`config.mk`:
```
export PLATFORM = sky130hd
export DESIGN_NAME = mem_port_arbiter
export DESIGN_NICKNAME = d
export VERILOG_FILES = /design/src/rtl/mem_port_arbiter.sv
export SDC_FILE = /design/constraint.sdc
export NUM_CORES = 1
export LEC_CHECK = 0
export CAP_MARGIN = 0
export CORE_ASPECT_RATIO = 0.9
export CORE_MARGIN = 8
export CORE_UTILIZATION = 45
export DETAILED_ROUTE_END_ITERATION = 16
export GPL_TIMING_DRIVEN = 0
export PLACE_DENSITY = 0.79
export REMOVE_ABC_BUFFERS = 1
export SYNTH_ARGS = -nofsm -noshare
export SYNTH_HDL_FRONTEND = slang
export SYNTH_SLANG_ARGS = --single-unit
```
`constraint.sdc`:
```
create_clock -name clk -period 4.9 [get_ports clk]
set_input_delay 0.735 -clock clk [delete_from_list [all_inputs] [get_ports clk]]
set_output_delay 0.735 -clock clk [all_outputs]
set_load 0.005 [all_outputs]
```
`src/rtl/mem_port_arbiter.sv`:
```
// Shares one 512-byte memory port between instruction fetch (I) and load/store (D).
// Runs one transaction at a time; rejects misaligned accesses and aborts on a stalled memory.
module mem_port_arbiter #(
  parameter int ARB_MODE = 0,
  parameter int TIMEOUT  = 16
) (
  input  logic        clk,
  input  logic        reset,
  input  logic        i_valid,
  input  logic [8:0]  i_addr,
  output logic        i_ready,
  output logic [31:0] i_rdata,
  output logic        i_err,
  input  logic        d_valid,
  input  logic [8:0]  d_addr,
  input  logic [31:0] d_wdata,
  input  logic [3:0]  d_wstrb,
  output logic        d_ready,
  output logic [31:0] d_rdata,
  output logic        d_err,
  output logic        mem_valid,
  output logic        mem_instr,
  output logic [8:0]  mem_addr,
  output logic [31:0] mem_wdata,
  output logic [3:0]  mem_wstrb,
  input  logic        mem_ready,
  input  logic [31:0] mem_rdata,
  output logic [1:0]  o_dbg_state
);

  // Handshake: a requester holds *_valid until it owns the port; *_ready is a
  // one-cycle completion pulse (err/rdata qualified by it), never backpressure.
  // Toward memory, mem_valid and the whole bus stay stable until mem_ready is sampled.

  localparam int CW = (TIMEOUT > 0) ? $clog2(TIMEOUT + 1) : 1;
  localparam logic [CW-1:0] TO_VAL  = CW'(TIMEOUT);
  localparam logic [CW-1:0] CNT_MAX = '1;

  typedef enum logic [1:0] {
    S_IDLE = 2'd0,
    S_BUSY = 2'd1,
    S_DONE = 2'd2,
    S_ERR  = 2'd3
  } state_t;

  state_t        r_state, w_state_nxt;
  logic          r_owner_d, w_owner_d_nxt;
  logic          r_last_d, w_last_d_nxt;
  logic [CW-1:0] r_cnt, w_cnt_nxt;

  logic          r_mem_valid, w_mem_valid_nxt;
  logic          r_mem_instr, w_mem_instr_nxt;
  logic [8:0]    r_mem_addr, w_mem_addr_nxt;
  logic [31:0]   r_mem_wdata, w_mem_wdata_nxt;
  logic [3:0]    r_mem_wstrb, w_mem_wstrb_nxt;

  logic          r_i_ready, w_i_ready_nxt;
  logic          r_i_err, w_i_err_nxt;
  logic [31:0]   r_i_rdata, w_i_rdata_nxt;
  logic          r_d_ready, w_d_ready_nxt;
  logic          r_d_err, w_d_err_nxt;
  logic [31:0]   r_d_rdata, w_d_rdata_nxt;

  logic          w_any_req;
  logic          w_grant_d;
  logic [8:0]    w_sel_addr;
  logic [31:0]   w_sel_wdata;
  logic [3:0]    w_sel_wstrb;
  logic [CW-1:0] w_cnt_inc;
  logic          w_timeout;
  logic          w_pulse;
  logic          w_pulse_err;
  logic [31:0]   w_pulse_data;

  assign w_any_req = i_valid | d_valid;

  // Round-robin hands a contended grant to whoever did not win last time.
  always_comb begin
    if (ARB_MODE == 1) begin
      w_grant_d = d_valid;
    end else if (i_valid && d_valid) begin
      w_grant_d = ~r_last_d;
    end else begin
      w_grant_d = d_valid;
    end
  end

  assign w_sel_addr  = w_grant_d ? d_addr  : i_addr;
  assign w_sel_wdata = w_grant_d ? d_wdata : 32'h0;
  assign w_sel_wstrb = w_grant_d ? d_wstrb : 4'h0;

  assign w_cnt_inc = (r_cnt == CNT_MAX) ? r_cnt : r_cnt + 1'b1;
  assign w_timeout = (TIMEOUT > 0) && (w_cnt_inc == TO_VAL);

  always_comb begin
    w_state_nxt     = r_state;
    w_owner_d_nxt   = r_owner_d;
    w_last_d_nxt    = r_last_d;
    w_cnt_nxt       = r_cnt;
    w_mem_valid_nxt = r_mem_valid;
    w_mem_instr_nxt = r_mem_instr;
    w_mem_addr_nxt  = r_mem_addr;
    w_mem_wdata_nxt = r_mem_wdata;
    w_mem_wstrb_nxt = r_mem_wstrb;
    w_pulse         = 1'b0;
    w_pulse_err     = 1'b0;
    w_pulse_data    = 32'h0;

    case (r_state)
      S_IDLE: begin
        if (w_any_req) begin
          w_owner_d_nxt   = w_grant_d;
          w_last_d_nxt    = w_grant_d;
          w_mem_addr_nxt  = w_sel_addr;
          w_mem_wdata_nxt = w_sel_wdata;
          w_mem_wstrb_nxt = w_sel_wstrb;
          w_cnt_nxt       = '0;
          if (w_sel_addr[1:0] != 2'b00) begin
            // Misaligned: answer with an error without touching memory.
            w_state_nxt = S_ERR;
            w_pulse     = 1'b1;
            w_pulse_err = 1'b1;
          end else begin
            w_state_nxt     = S_BUSY;
            w_mem_valid_nxt = 1'b1;
            w_mem_instr_nxt = ~w_grant_d;
          end
        end
      end
      S_BUSY: begin
        if (mem_ready) begin
          w_state_nxt     = S_DONE;
          w_mem_valid_nxt = 1'b0;
          w_pulse         = 1'b1;
          w_pulse_data    = mem_rdata;
        end else if (w_timeout) begin
          w_state_nxt     = S_DONE;
          w_mem_valid_nxt = 1'b0;
          w_cnt_nxt       = w_cnt_inc;
          w_pulse         = 1'b1;
          w_pulse_err     = 1'b1;
        end else begin
          w_cnt_nxt = w_cnt_inc;
        end
      end
      S_DONE, S_ERR: begin
        w_state_nxt = S_IDLE;
        w_cnt_nxt   = '0;
      end
      default: begin
        w_state_nxt = S_IDLE;
      end
    endcase

    w_i_ready_nxt = w_pulse & ~w_owner_d_nxt;
    w_i_err_nxt   = w_pulse & w_pulse_err & ~w_owner_d_nxt;
    w_i_rdata_nxt = (w_pulse && !w_owner_d_nxt) ? w_pulse_data : r_i_rdata;
    w_d_ready_nxt = w_pulse & w_owner_d_nxt;
    w_d_err_nxt   = w_pulse & w_pulse_err & w_owner_d_nxt;
    w_d_rdata_nxt = (w_pulse && w_owner_d_nxt) ? w_pulse_data : r_d_rdata;
  end

  always_ff @(posedge clk or posedge reset) begin
    if (reset) begin
      r_state     <= S_IDLE;
      r_owner_d   <= 1'b0;
      r_last_d    <= 1'b1;
      r_cnt       <= '0;
      r_mem_valid <= 1'b0;
      r_mem_instr <= 1'b0;
      r_mem_addr  <= 9'h0;
      r_mem_wdata <= 32'h0;
      r_mem_wstrb <= 4'h0;
      r_i_ready   <= 1'b0;
      r_i_err     <= 1'b0;
      r_i_rdata   <= 32'h0;
      r_d_ready   <= 1'b0;
      r_d_err     <= 1'b0;
      r_d_rdata   <= 32'h0;
    end else begin
      r_state     <= w_state_nxt;
      r_owner_d   <= w_owner_d_nxt;
      r_last_d    <= w_last_d_nxt;
      r_cnt       <= w_cnt_nxt;
      r_mem_valid <= w_mem_valid_nxt;
      r_mem_instr <= w_mem_instr_nxt;
      r_mem_addr  <= w_mem_addr_nxt;
      r_mem_wdata <= w_mem_wdata_nxt;
      r_mem_wstrb <= w_mem_wstrb_nxt;
      r_i_ready   <= w_i_ready_nxt;
      r_i_err     <= w_i_err_nxt;
      r_i_rdata   <= w_i_rdata_nxt;
      r_d_ready   <= w_d_ready_nxt;
      r_d_err     <= w_d_err_nxt;
      r_d_rdata   <= w_d_rdata_nxt;
    end
  end

  assign i_ready     = r_i_ready;
  assign i_err       = r_i_err;
  assign i_rdata     = r_i_rdata;
  assign d_ready     = r_d_ready;
  assign d_err       = r_d_err;
  assign d_rdata     = r_d_rdata;
  assign mem_valid   = r_mem_valid;
  assign mem_instr   = r_mem_instr;
  assign mem_addr    = r_mem_addr;
  assign mem_wdata   = r_mem_wdata;
  assign mem_wstrb   = r_mem_wstrb;
  assign o_dbg_state = r_state;

endmodule

```
==> impl_metrics.toml <==
[run_status]
outcome = "finished, final reports clean"

[setup_path]
critPathKind = "in -> reg"
ff2ff_path_depth = 5
regToRegEndpoint = "d_rdata[8]"
path_max_fanout = 39
worstReg2RegStart = "r_last_d"
reg2reg_slack_ns = 1.44
cp-startpoint = "d_valid"
worstSetupStartpointType = "input pin"
worst-endpoint-arrival_ns = 4.29
worstSetupEndpoint = "d_rdata[8]"
critPathCaptureType = "register"
worst_ep_required_time_ns = 5.15

[floorplan]
io_pins = 208
rows = 38
die_x_um = 134
core_area_um2 = 12100
die_y_um = 122
die_area_um2 = 16300
initial_core_util = 0.464

[pwr]
power.density_nw_per_um2 = 624
switching_power_uw = 1850
ir_worst_vdd_mv = 0.370
swShare = 0.352
power_leakage_uw = 0.00354
power.share.combinational = 0.468
intPower_uw = 3400
p_clk_frac = 0.215
seqPwrFrac = 0.317
totalPowerFinal_uw = 5260

[synthesis]
seq_area_frac_synth = 0.552
syn_avg_cell_area_um2 = 9.99
syn-instance-count = 563
synth_top_area_share = 0.547
synthArstFlopShare = 1.00
ys_types = 40
ys_seq_elements = 124
synthFlopType = "dfrtp_1"
syn-cell-area_um2 = 5630
synth_area_leader_cell = "dfrtp_1"
synth_area_leaders = "dfrtp_1 55%, nand2_1 7.5%, a22o_1 5.6%"
synth_edf_count = 0
ys_warn_count = 0

[timing]
hold_violations = 0
setup_viol = 0
holdWs_ns = 0.474
fin_crit_ns = 4.05
max_freq_mhz = 247
skew_ns = 0.00558
relSlewSlack = 0.241
rsz0062_at_grt = "no"
slew_viol_final = 0
worst_pin_slew_ns = 1.13
finalCritPeriodShare = 0.826
worst_slack_ns = 0.852

[clocking]
cts_resized = 0
post-cts-setup-buffer-count = 0
h-tree-depth = 4
postCtsHoldBufs = 0
clockRootBuffer = "clkbuf_16"
clockBufferDepth = 2
cts.clk_slew.worst_paths_ns = 0.05
cts_num_sinks = 124
cts_made_buffers = 17
cts_tree = "built"
clk-insertion-delay-late_ns = 0.42

[detailed_routing]
drc = 0
postRouteAntennaNets = 0
first_iter_violations = 405
wire_per_inst_um = 20.7
num_vias = 5273
wl_um = 19100
drtPass1Iterations = 5
vias_per_cell = 5.73

[global_route]
grt_max_degree = 90
gr-total-overflow = 0
antenna_found_initial = 0
grt_pass1_wl_um = 29500
grt_pass1_vias = 5367
grtUsageTotal = 0.233

[hold_path]
holdCritPathClass = "reg -> reg"

[finish]
antenna_cells = 0
utilization = 0.695
area_delta_synth_final_pct = 49.8
drive_gt1_frac = 0.0565
nets = 842
final_cell_area_um2 = 8430

[placed_design]
dp_slack_ns = -0.672
io_buffers = 207
gp_congestion = 0.792
place_area_um2 = 7890
dp_hpwl_um = 13200

[flow_run]
cap_violations = 0
-- cell families (layout without fill, tap and decap cells) --
group,Yosys count,in the layout,share of synthesized area
mux,11,11,0.0196
simple gates,209,210,0.180
compound gates,166,166,0.202
buf+inv,52,249,0.0449
flops,124,124,0.552
fa+ha+maj,1,1,0.00222
-- synthesized netlist by cell type (2+ instances only) --
cell / count
inv_1: 3
a21o_1: 2
nor3_1: 2
a22o_1: 36
buf_2: 13
and2_1: 3
nand2_1: 113
nand2b_1: 3
o22ai_1: 33
or3_1: 2
nor2b_1: 2
buf_4: 3
clkbuf_1: 20
nor2_1: 13
mux2i_1: 11
o21ai_0: 47
nand3_1: 33
buf_6: 4
o31a_1: 2
dfrtp_1: 123
a21oi_1: 6
o211ai_1: 32
buf_1: 8
nand3b_1: 33
-- metrics by stage --
step / cells / setup TNS [ns]
finish: 921 / 0
detailed placement: 890 / -19.47
floorplan: 515 / -0.430
global route: 921 / 0
global placement: 882 / -270.18
CTS: 921 / 0
-- flip-flops by register name, indices dropped and copies added, names as in the netlist, 2 cells and up --
signal / flops
mem_wstrb: 4
d_rdata: 32
r_cnt: 5
mem_addr: 9
mem_wdata: 32
o_dbg_state: 2
i_rdata: 32
-- cell type report --
class	count	area (µm²)
Inverter	4	20.0
Clock inverter	1	5.00
Sequential cell	124	3100
Fill cell	915	3700
Clock buffer	29	520
Multi-Input combinational cell	388	2320
Timing Repair Buffer	215	2260
Tap cell	160	200
-- worst min-delay path by stage --
stage / startpoint / end / cells after the start
2_1_floorplan: mem_addr[0] / mem_addr[0] / 2
3_3_place_gp: mem_addr[2] / mem_addr[2] / 2
3_5_place_dp: mem_addr[6] / mem_addr[6] / 2
4_1_cts: mem_addr[6] / mem_addr[6] / 2
5_1_grt: mem_addr[4] / mem_addr[4] / 2
6_report: mem_addr[6] / mem_addr[6] / 2
-- worst max-delay path, stage by stage --
cell	delay [ns]
clkdlybuf4s50_1	0.58
a21boi_2	0.81
and2_2	0.84
nand3b_1	0.89
nand2_1	0.31
o22ai_1	0.12
-- cells in the final DEF (no fill, tap or decap), drive strengths merged, types with 11 or more instances in the layout --
master and instances:
clkdlybuf4s50 207, o211ai 32, mux2i 11, dfrtp 123, nand3b 34, o21ai 47, nand2 113, clkbuf 29
o22ai 33, a22o 36, nand3 33, nor2 13
-- routing by layer --
layer,global-route usage,up-vias,part of all wire
met3,0.0654,37,0.058
met2,0.404,202,0.52
met5,0,-,0
met4,0.117,0,0.031
met1,0.260,2624,0.39
li1,-,2410,-
-- power groups by stage --
stage,Sequential [µW],Clock (µW),Combinational (µW)
final,1670,1130,2460
after global routing,1710,1190,2680
after CTS,1660,1140,2490
after detailed placement,1670,0,2460
after global placement,1650,0,2300
after floorplan,1680,0,1130
Note: power is estimated with default switching activity, not from simulation.
